===== config.mk =====
export PLATFORM = sky130hd
export DESIGN_NAME = toggle_rx
export DESIGN_NICKNAME = d
export VERILOG_FILES = /design/src/rtl/toggle_rx_pkg.sv /design/src/rtl/sync_chain.sv /design/src/rtl/toggle_rx.sv
export SDC_FILE = /design/constraint.sdc
export NUM_CORES = 1
export LEC_CHECK = 0
export ABC_AREA = 1
export CAP_MARGIN = 10
export CORE_MARGIN = 2
export CORE_UTILIZATION = 55
export DETAILED_ROUTE_END_ITERATION = 10
export PLACE_DENSITY_LB_ADDON = 0.2
export SLEW_MARGIN = 15
export SYNTH_ARGS = -nofsm -noshare
export SYNTH_HDL_FRONTEND = slang
export SYNTH_SLANG_ARGS = --single-unit

===== constraint.sdc =====
create_clock -name clk -period 3.1 [get_ports clk]
set_input_delay 0.775 -clock clk [delete_from_list [all_inputs] [get_ports clk]]
set_output_delay 0.775 -clock clk [all_outputs]
set_load 0.02 [all_outputs]

===== src/rtl/toggle_rx_pkg.sv =====
// Shared FSM encoding, pending-counter width and default parameters for toggle_rx.
// No logic here; imported by the receiver top level.
package toggle_rx_pkg;

  typedef enum logic [1:0] {
    ST_INIT = 2'd0,
    ST_RUN  = 2'd1,
    ST_HOLD = 2'd2
  } state_t;

  localparam int PEND_W          = 4;
  localparam int DEF_SYNC_STAGES = 2;
  localparam int DEF_CNT_W       = 8;
  localparam int DEF_PEND_MAX    = 15;

endpackage


===== src/rtl/sync_chain.sv =====
// Multi-flop synchronizer for one asynchronous bit; latency STAGES clk edges.
// No flow control: the level is sampled every cycle.
module sync_chain #(
  parameter int STAGES = 2
) (
  input  logic clk,
  input  logic rst,
  input  logic d,
  output logic q
);

  logic [STAGES-1:0] r_sync;

  always_ff @(posedge clk or posedge rst) begin
    if (rst) begin
      r_sync <= '0;
    end else begin
      r_sync <= {r_sync[STAGES-2:0], d};
    end
  end

  assign q = r_sync[STAGES-1];

endmodule


===== src/rtl/toggle_rx.sv =====
// Toggle-encoded event receiver: pulse/count/pending queue, pulse SYNC_STAGES+1 edges after first sample.
// Consumer pops with evt_valid&evt_ready; pending saturates at PEND_MAX and sets sticky ovf.
module toggle_rx
  import toggle_rx_pkg::*;
#(
  parameter int SYNC_STAGES = DEF_SYNC_STAGES,
  parameter int CNT_W       = DEF_CNT_W,
  parameter int PEND_MAX    = DEF_PEND_MAX
) (
  input  logic              clk,
  input  logic              rst,
  input  logic              tgl_in,
  input  logic              en,
  input  logic              clr,
  input  logic              evt_ready,
  output logic              evt_pulse,
  output logic              evt_valid,
  output logic [CNT_W-1:0]  evt_count,
  output logic [PEND_W-1:0] pend,
  output logic              ovf,
  output logic              lvl
);

  localparam logic [2:0]        INIT_LAST = 3'(SYNC_STAGES);
  localparam logic [PEND_W-1:0] PMAX      = PEND_W'(PEND_MAX);

  state_t            r_state;
  state_t            w_state_nxt;
  logic [2:0]        r_init_cnt;
  logic              w_lvl;
  logic              r_prev;
  logic              r_evt;
  logic              r_pulse;
  logic              r_valid;
  logic [CNT_W-1:0]  r_cnt;
  logic [PEND_W-1:0] r_pend;
  logic [PEND_W-1:0] w_pend_nxt;
  logic              r_ovf;
  logic              w_ovf_set;
  logic              w_pop;

  sync_chain #(.STAGES(SYNC_STAGES)) u_sync (
    .clk (clk),
    .rst (rst),
    .d   (tgl_in),
    .q   (w_lvl)
  );

  always_ff @(posedge clk or posedge rst) begin
    if (rst) begin
      r_state    <= ST_INIT;
      r_init_cnt <= 3'd0;
    end else begin
      r_state <= w_state_nxt;
      if (r_state == ST_INIT && r_init_cnt != INIT_LAST) begin
        r_init_cnt <= r_init_cnt + 3'd1;
      end
    end
  end

  always_comb begin
    w_state_nxt = r_state;
    case (r_state)
      ST_INIT: if (r_init_cnt == INIT_LAST) w_state_nxt = en ? ST_RUN : ST_HOLD;
      ST_RUN:  if (!en) w_state_nxt = ST_HOLD;
      ST_HOLD: if (en)  w_state_nxt = ST_RUN;
      default: w_state_nxt = ST_INIT;
    endcase
  end

  // Baseline follows the synchronized level in every state, so edges seen in
  // INIT/HOLD are absorbed silently and only RUN turns a difference into an event.
  always_ff @(posedge clk or posedge rst) begin
    if (rst) begin
      r_prev  <= 1'b0;
      r_evt   <= 1'b0;
      r_pulse <= 1'b0;
    end else begin
      r_prev  <= w_lvl;
      r_evt   <= (r_state == ST_RUN) && (w_lvl != r_prev);
      r_pulse <= r_evt;
    end
  end

  assign w_pop = r_valid && evt_ready;

  always_comb begin
    w_pend_nxt = r_pend;
    w_ovf_set  = 1'b0;
    if (clr) begin
      w_pend_nxt = '0;
    end else if (r_evt && !w_pop) begin
      if (r_pend == PMAX) begin
        w_ovf_set = 1'b1;
      end else begin
        w_pend_nxt = r_pend + PEND_W'(1);
      end
    end else if (!r_evt && w_pop) begin
      w_pend_nxt = r_pend - PEND_W'(1);
    end
  end

  always_ff @(posedge clk or posedge rst) begin
    if (rst) begin
      r_pend  <= '0;
      r_valid <= 1'b0;
      r_cnt   <= '0;
      r_ovf   <= 1'b0;
    end else begin
      r_pend  <= w_pend_nxt;
      r_valid <= (w_pend_nxt != '0);
      if (clr) begin
        r_cnt <= '0;
        r_ovf <= 1'b0;
      end else begin
        if (r_evt) r_cnt <= r_cnt + CNT_W'(1);
        r_ovf <= r_ovf | w_ovf_set;
      end
    end
  end

  assign evt_pulse = r_pulse;
  assign evt_valid = r_valid;
  assign evt_count = r_cnt;
  assign pend      = r_pend;
  assign ovf       = r_ovf;
  assign lvl       = w_lvl;

endmodule


==> out/metrics.csv, run 1 <==
stage,metric,value,unit
sta,crit path time final,2.26,ns
grt,vias in the first global route,979,
pwr,NetSw,0.000276,W
die,overall die width,51.6,um
routing,drt total wl,2210,um
die,# rows,17,
routing,DRC viols,0,
worst_setup_path,Crit. End Element,output port,
hold_path,hold path start,u_sync.r_sync[0],
logic_synthesis,asr flop ratio synth,100,%
die,Die H,51.6,um
logic_synthesis,Mapped Area,1240,um2
worst_setup_path,max incr delay on CP,0.66,ns
pwr,combinational share of power,30.5,%
logic_synthesis,top cell type's share of synthesized area,48.3,%
placed_design,HPWL after DPL,1710,um
sta,actual slew at the worst max-slew pin,0.845,ns
sta,Slew headroom,43.6,%
routing,Avg WL per Cell,11.0,um
grt,GRT overflow,0,
sta,Final Hold Fails,0,
logic_synthesis,top post-synthesis cells by area,"dfrtp_1 48%, nand2_1 11%, nor2_1 6.3%",
sta,endpoints failing setup,0,
sta,Max Clk Rate,0.442,GHz
cts,cts hold-fix bufs,0,
logic_synthesis,Post-synth top cells,"36 x nand2_1, 24 x dfrtp_1, 21 x nor2_1, 19 x inv_1",
logic_synthesis,Mapped Cells,149,
sta,setup_tns,0,ns
routing,TritonRoute pass-1 iters,6,
grt,initial antenna violation count,0,
cells_and_area,NumNets Final,184,
sta,Final Worst Setup Slack,0.837,ns
die,die area,2660,um2
die,CORE AREA,2170,um2
cts,clock sink count,24,
cells_and_area,Layout Area Growth over Synthesis,20.8,%
hold_path,min-delay worst type,register to register,
pwr,Pint,0.000515,W
pwr,P per Cell Area,526,nW/um2
logic_synthesis,Netlist cell types,20,
placed_design,IO buf count,21,
grt,global-route wire length before repair,3950,um
routing,via count,1006,
worst_setup_path,Critical Path Start,pend[2],
worst_setup_path,startpoint class of the critical path,register,
worst_setup_path,Reg-to-Reg Start,pend[0],
cells_and_area,fillcell total,186,
logic_synthesis,main flop type after synthesis,dfrtp_1,
cells_and_area,antenna cell count,0,
cts,clock root cell,clkbuf_4,
cells_and_area,multi-input logic area,537,um2
routing,Iteration-0 DRC Markers,14,
logic_synthesis,number of synthesized flops with an enable pin,0,
cts,cts repair resizes,0,
logic_synthesis,"Seq/Total Area, Yosys",48.3,%
cts,clock buffer depth,2,
worst_setup_path,Crit Path Class,register to output port,
pwr,Leakage,0.747,nW
placed_design,Setup Slack @ Placement,0.994,ns
grt,largest net degree at the start of global routing,25,
cts,Post-CTS Setup Repair Bufs,0,
cts,htree depth,1,
job,Max Cap Viol,0,
worst_setup_path,CP cell instances,clkdlybuf4s50_1,
logic_synthesis,Synth Area per Inst,8.35,um2
logic_synthesis,synth warn,0,
cts,clock slew seen by the registers of the worst setup and hold paths,0.13,ns
status,outcome,finished clean,
placed_design,Placer Congestion,0.809,
worst_setup_path,Worst Path Required,2.32,ns
die,Initial Util,57.3,%
worst_setup_path,CP arrival,1.49,ns
cts,CTS tree,built,
pwr,sequential share of power,49.2,%
routing,Detail Route Antenna Nets,0,
sta,final period utilization,73.0,%
cts,Clock Latency Late Sink,0.31,ns
logic_synthesis,Post-Syn Nets,160,
cts,Num CTS Buffers,3,
worst_setup_path,crit path max-delay cell type,clkdlybuf4s50_1,
logic_synthesis,most area-hungry cell type in the Yosys netlist,dfrtp_1,
pwr,Peak supply drop,0.338,mV
die,# IOs,22,
pwr,clock share of power,20.4,%
worst_setup_path,CP max FO,9,
worst_setup_path,"delay-heaviest family, CP",buffers and inverters,
sta,max-slew violation count,0,
logic_synthesis,most frequent cell after synthesis,nand2_1,
grt,GRT Util Overall,20.2,%
logic_synthesis,"FF+latch count, synth",24,
sta,RSZ-0062 raised after global routing,no,
routing,Avg Vias per Cell,5.03,
cells_and_area,proportion of layout cells with a drive suffix above 1,9.88,%
cells_and_area,storage element area,601,um2
pwr,Sw Ratio,34.9,%
sta,Final Skew,0.00724,ns
worst_setup_path,worst path bufs/invs,1,
==> sequential cells by signal (all words and copies together), names as in the netlist, 2 cells and up <==
register and flops:
evt_count 8, r_init_cnt 3, pend 4, r_state 2, u_sync.r_sync 2
==> power groups by stage <==
stage	Sequential [W]	Combinational (W)	Clock, W
after detailed placement	0.000394	0.000241	0
after CTS	0.000388	0.000242	0.000168
final	0.000389	0.000241	0.000161
after global routing	0.000393	0.000271	0.000177
after floorplan	0.000408	0.000147	0
after global placement	0.000391	0.000235	0
==> logic make-up after synthesis <==
logic type / share of synthesized area, %
simple gates: 30.5
flops: 48.3
buf+inv: 8.55
compound gates: 4.83
fa+ha+maj: 5.03
xor+xnor: 2.82
==> area by class of cell <==
cell class | count | area share, %
Clock buffer | 4 | 2.41
Inverter | 21 | 5.58
Multi-Input combinational cell | 102 | 35.7
Sequential cell | 24 | 40.0
Tap cell | 28 | 2.33
Timing Repair Buffer | 21 | 14.0
==> cells in the final DEF (no fill, tap or decap) <==
cell type and instances:
xor2_1 2, nand3_4 1, ha_1 5, inv_1 19, nor2_1 21, nand2_1 36
dfrtp_1 24, nor3_2 2, clkbuf_8 1, nor2_2 5, nand2_2 2, xnor2_1 2
inv_2 1, clkdlybuf4s50_1 21, a21oi_1 4, inv_6 1, clkbuf_4 3, nand3_2 1
nand4_1 3, nand3_1 8, o21ai_0 8, nor3b_1 2
==> layer usage <==
metal | part of all wire, % | global-route usage (%) | vias up
met3 | 4.1 | 2.01 | 4
met1 | 45 | 25.1 | 470
met4 | 1.4 | 10.5 | 0
li1 | - | - | 510
met5 | 0 | 0 | -
met2 | 49 | 34.8 | 22
==> through the flow <==
stage | instance area (um2) | total power (W) | hold slack, ns | std cells | util, %
floorplan | 1240 | 0.000555 | 0.331 | 149 | -
detailed placement | 1470 | 0.000636 | 0.361 | 196 | 67.6
global route | 1500 | 0.000840 | 0.403 | 200 | 69.3
finish | 1500 | 0.000791 | 0.387 | 200 | 69.3
global placement | 1470 | 0.000626 | 0.332 | 196 | 67.6
CTS | 1500 | 0.000798 | 0.386 | 200 | 69.3
==> final timing paths <==
path                                     to  slack [ns]  cells after the start
setup / recovery                    pend[2]        0.84                      1
hold / removal             u_sync.r_sync[1]        0.39                      0
max in group asynchronous               ovf        1.66                      2
setup reg to reg                  evt_valid        1.55                     10
min in group asynchronous      evt_count[6]        0.92                      2
hold reg to reg            u_sync.r_sync[1]        0.39                      0
(Power assumes the default switching activity.)
==> run 2, diff against run 1 <==
--- a/config.mk
+++ b/config.mk
@@ -8,7 +8,7 @@
 export ABC_AREA = 1
 export CAP_MARGIN = 10
 export CORE_MARGIN = 2
-export CORE_UTILIZATION = 55
+export CORE_UTILIZATION = 51
 export DETAILED_ROUTE_END_ITERATION = 10
 export PLACE_DENSITY_LB_ADDON = 0.2
 export SLEW_MARGIN = 15
==> constraint.sdc (replaced) <==
create_clock -name clk -period 2.35 [get_ports clk]
set_input_delay 0.5875 -clock clk [delete_from_list [all_inputs] [get_ports clk]]
set_output_delay 0.5875 -clock clk [all_outputs]
set_load 0.02 [all_outputs]
==> out/metrics.csv, run 2 (synthesized netlist as in run 1, its figures left out) <==
stage,metric,value,unit,change
worst_setup_path,CP arrival,1.47,ns,-0.02 ns
cts,CTS tree,built,,
cells_and_area,"commonest cells after routing, fill and taps aside","36 x nand2_1, 24 x dfrtp_1, 21 x nor2_1, 21 x clkdlybuf4s50_1, 19 x inv_1",,
sta,Final Skew,0.00281,ns,-0.00444 ns
sta,crit path time final,2.06,ns,
die,# IOs,22,,unchanged
grt,M1 GR Usage,26.5,%,+1.4 points
routing,Avg WL per Cell,10.9,um,-1.4%
worst_setup_path,crit path max-delay cell type,clkdlybuf4s50_1,,
grt,vias in the first global route,939,,-4.1%
die,# rows,17,,unchanged
worst_setup_path,CP max FO,7,,-2
placed_design,IO buf count,21,,unchanged
die,die area,2850,um2,+7.2%
grt,global-route wire length before repair,3960,um,+0.18%
routing,Iteration-0 DRC Markers,17,,+3
placed_design,HPWL after DPL,1690,um,-1.6%
job,Max Cap Viol,0,,unchanged
worst_setup_path,"delay-heaviest family, CP",buffers and inverters,,
cells_and_area,fillcell total,205,,+10%
cells_and_area,max reg flops,8,,unchanged
cells_and_area,storage element area,601,um2,unchanged
grt,GRT overflow,0,,unchanged
sta,final hold slack,0.385,ns,-0.00232 ns
pwr,Sw Ratio,32.3,%,-2.6 points
grt,initial antenna violation count,0,,unchanged
pwr,combinational share of power,28.1,%,-2.4 points
cts,Num CTS Buffers,3,,unchanged
routing,Detail Route Antenna Nets,0,,unchanged
worst_setup_path,Crit Path Class,register to output port,,
cells_and_area,multi-input logic area,537,um2,unchanged
cts,clock slew seen by the registers of the worst setup and hold paths,0.13,ns,about the same
cells_and_area,Final Cell Area,1530,um2,+1.6%
cells_and_area,Non-Filler Instances,201,,+0.50%
routing,Avg Vias per Cell,4.97,,-1.3%
sta,Slew headroom,70.1,%,+26 points
cts,htree depth,1,,unchanged
cells_and_area,Layout Area Growth over Synthesis,22.7,%,
grt,GR Util met3,1.69,%,-0.32 points
worst_setup_path,worst path bufs/invs,1,,unchanged
pwr,Peak supply drop,0.443,mV,+31%
worst_setup_path,CP cell instances,clkdlybuf4s50_1,,
cells_and_area,NumNets Final,185,,+0.54%
worst_setup_path,Crit. End Element,output port,,
die,CORE AREA,2250,um2,+3.9%
pwr,P per Cell Area,732,nW/um2,+39%
cts,Post-CTS Setup Repair Bufs,0,,unchanged
sta,actual slew at the worst max-slew pin,0.449,ns,-0.396 ns
sta,setup_tns,0,ns,unchanged
placed_design,Placer Congestion,0.804,,-0.61%
routing,DRC viols,0,,unchanged
routing,TritonRoute pass-1 iters,4,,-2
pwr,NetSw,0.000361,W,+31%
die,Die H,53.4,um,+3.5%
die,Initial Util,55.2,%,-2.2 points
sta,endpoints failing setup,0,,unchanged
worst_setup_path,startpoint class of the critical path,register,,
placed_design,DP Area,1470,um2,+0.51%
cts,cts repair resizes,0,,unchanged
hold_path,min-delay worst type,register to register,,
sta,Max Clk Rate,0.485,GHz,
routing,drt total wl,2190,um,-0.91%
pwr,Pint,0.000757,W,+47%
pwr,sequential share of power,45.7,%,-3.5 points
worst_setup_path,Worst Path Required,1.76,ns,-0.56 ns
grt,met2 GRT Util,30.9,%,-4.0 points
die,overall die width,53.4,um,+3.5%
worst_setup_path,max incr delay on CP,0.65,ns,about the same
pwr,Leakage,0.759,nW,+1.6%
routing,via count,998,,-0.80%
pwr,clock share of power,26.2,%,+5.8 points
grt,GRT Util Overall,19.2,%,-1.0 points
cells_and_area,"commonest non-fill, non-tap cell in the layout",nand2_1,,
cells_and_area,antenna cell count,0,,unchanged
placed_design,placed cells,197,,+0.51%
sta,max-slew violation count,0,,unchanged
cts,clock root cell,clkbuf_4,,
sta,RSZ-0062 raised after global routing,no,,
grt,largest net degree at the start of global routing,25,,unchanged
cts,clock buffer depth,2,,unchanged
cts,cts hold-fix bufs,0,,unchanged
cts,clock sink count,24,,unchanged
grt,grt peak-use layer,met2,,
cts,Clock Latency Late Sink,0.31,ns,about the same
cells_and_area,proportion of layout cells with a drive suffix above 1,10.4,%,+0.52 points
sta,final period utilization,87.7,%,
status,outcome,finished clean,,
sta,Final Hold Fails,0,,unchanged
[run 2: cell types whose count changed in the layout (fill, tap and decap cells not counted)]
| cell | delta |
|---|---|
| buf_4 | +1 |
| bufinv_16 | +1 |
| clkbuf_8 | -1 |
[run 2: path summary, 6_finish.rpt]
check | from | end | slack [ns] | cells past startpoint
worst min register to register | u_sync.r_sync[0] | u_sync.r_sync[1] | 0.38 | 0
max in group asynchronous | rst | r_state[1] | 1.53 | 3
worst max-delay path | pend[3] | pend[3] | 0.29 | 1
worst max register to register | pend[0] | evt_valid | 0.82 | 10
min in group asynchronous | rst | pend[1] | 0.60 | 3
worst min-delay path | u_sync.r_sync[0] | u_sync.r_sync[1] | 0.38 | 0
[run 2: area by class of cell]
class | instances | area share (%)
clock inverter | 1 | 1.97
timing repair buffer | 22 | 14.3
tap | 28 | 2.30
sequential | 24 | 39.3
clock buffer | 3 | 1.48
multi-input combinational | 102 | 35.2
inverter | 21 | 5.49
[run 2: power groups by stage]
stage	clock network, W	logic [W]	registers, W
6_report	0.000293	0.000315	0.000511
5_1_grt	0.000311	0.000356	0.000520
4_1_cts	0.000298	0.000317	0.000511
3_5_place_dp	0	0.000316	0.000519
3_3_place_gp	0	0.000313	0.000517
2_1_floorplan	0	0.000194	0.000538
[run 2: metrics by stage]
stage                     worst slack, ns  utilization [%]  power [W]
after CTS                           0.274             67.7    0.00113
after floorplan                     0.871                -   0.000732
after global routing                0.221             67.7    0.00119
final                               0.289             67.7    0.00112
after detailed placement            0.436             65.4   0.000835
after global placement              0.473             65.4   0.000829
[run 2: metal layers]
layer | share of wire, % | vias up
met5 | 0 | -
met4 | 0.78 | 0
met3 | 3.4 | 2
met2 | 49 | 26
met1 | 47 | 458
li1 | - | 512
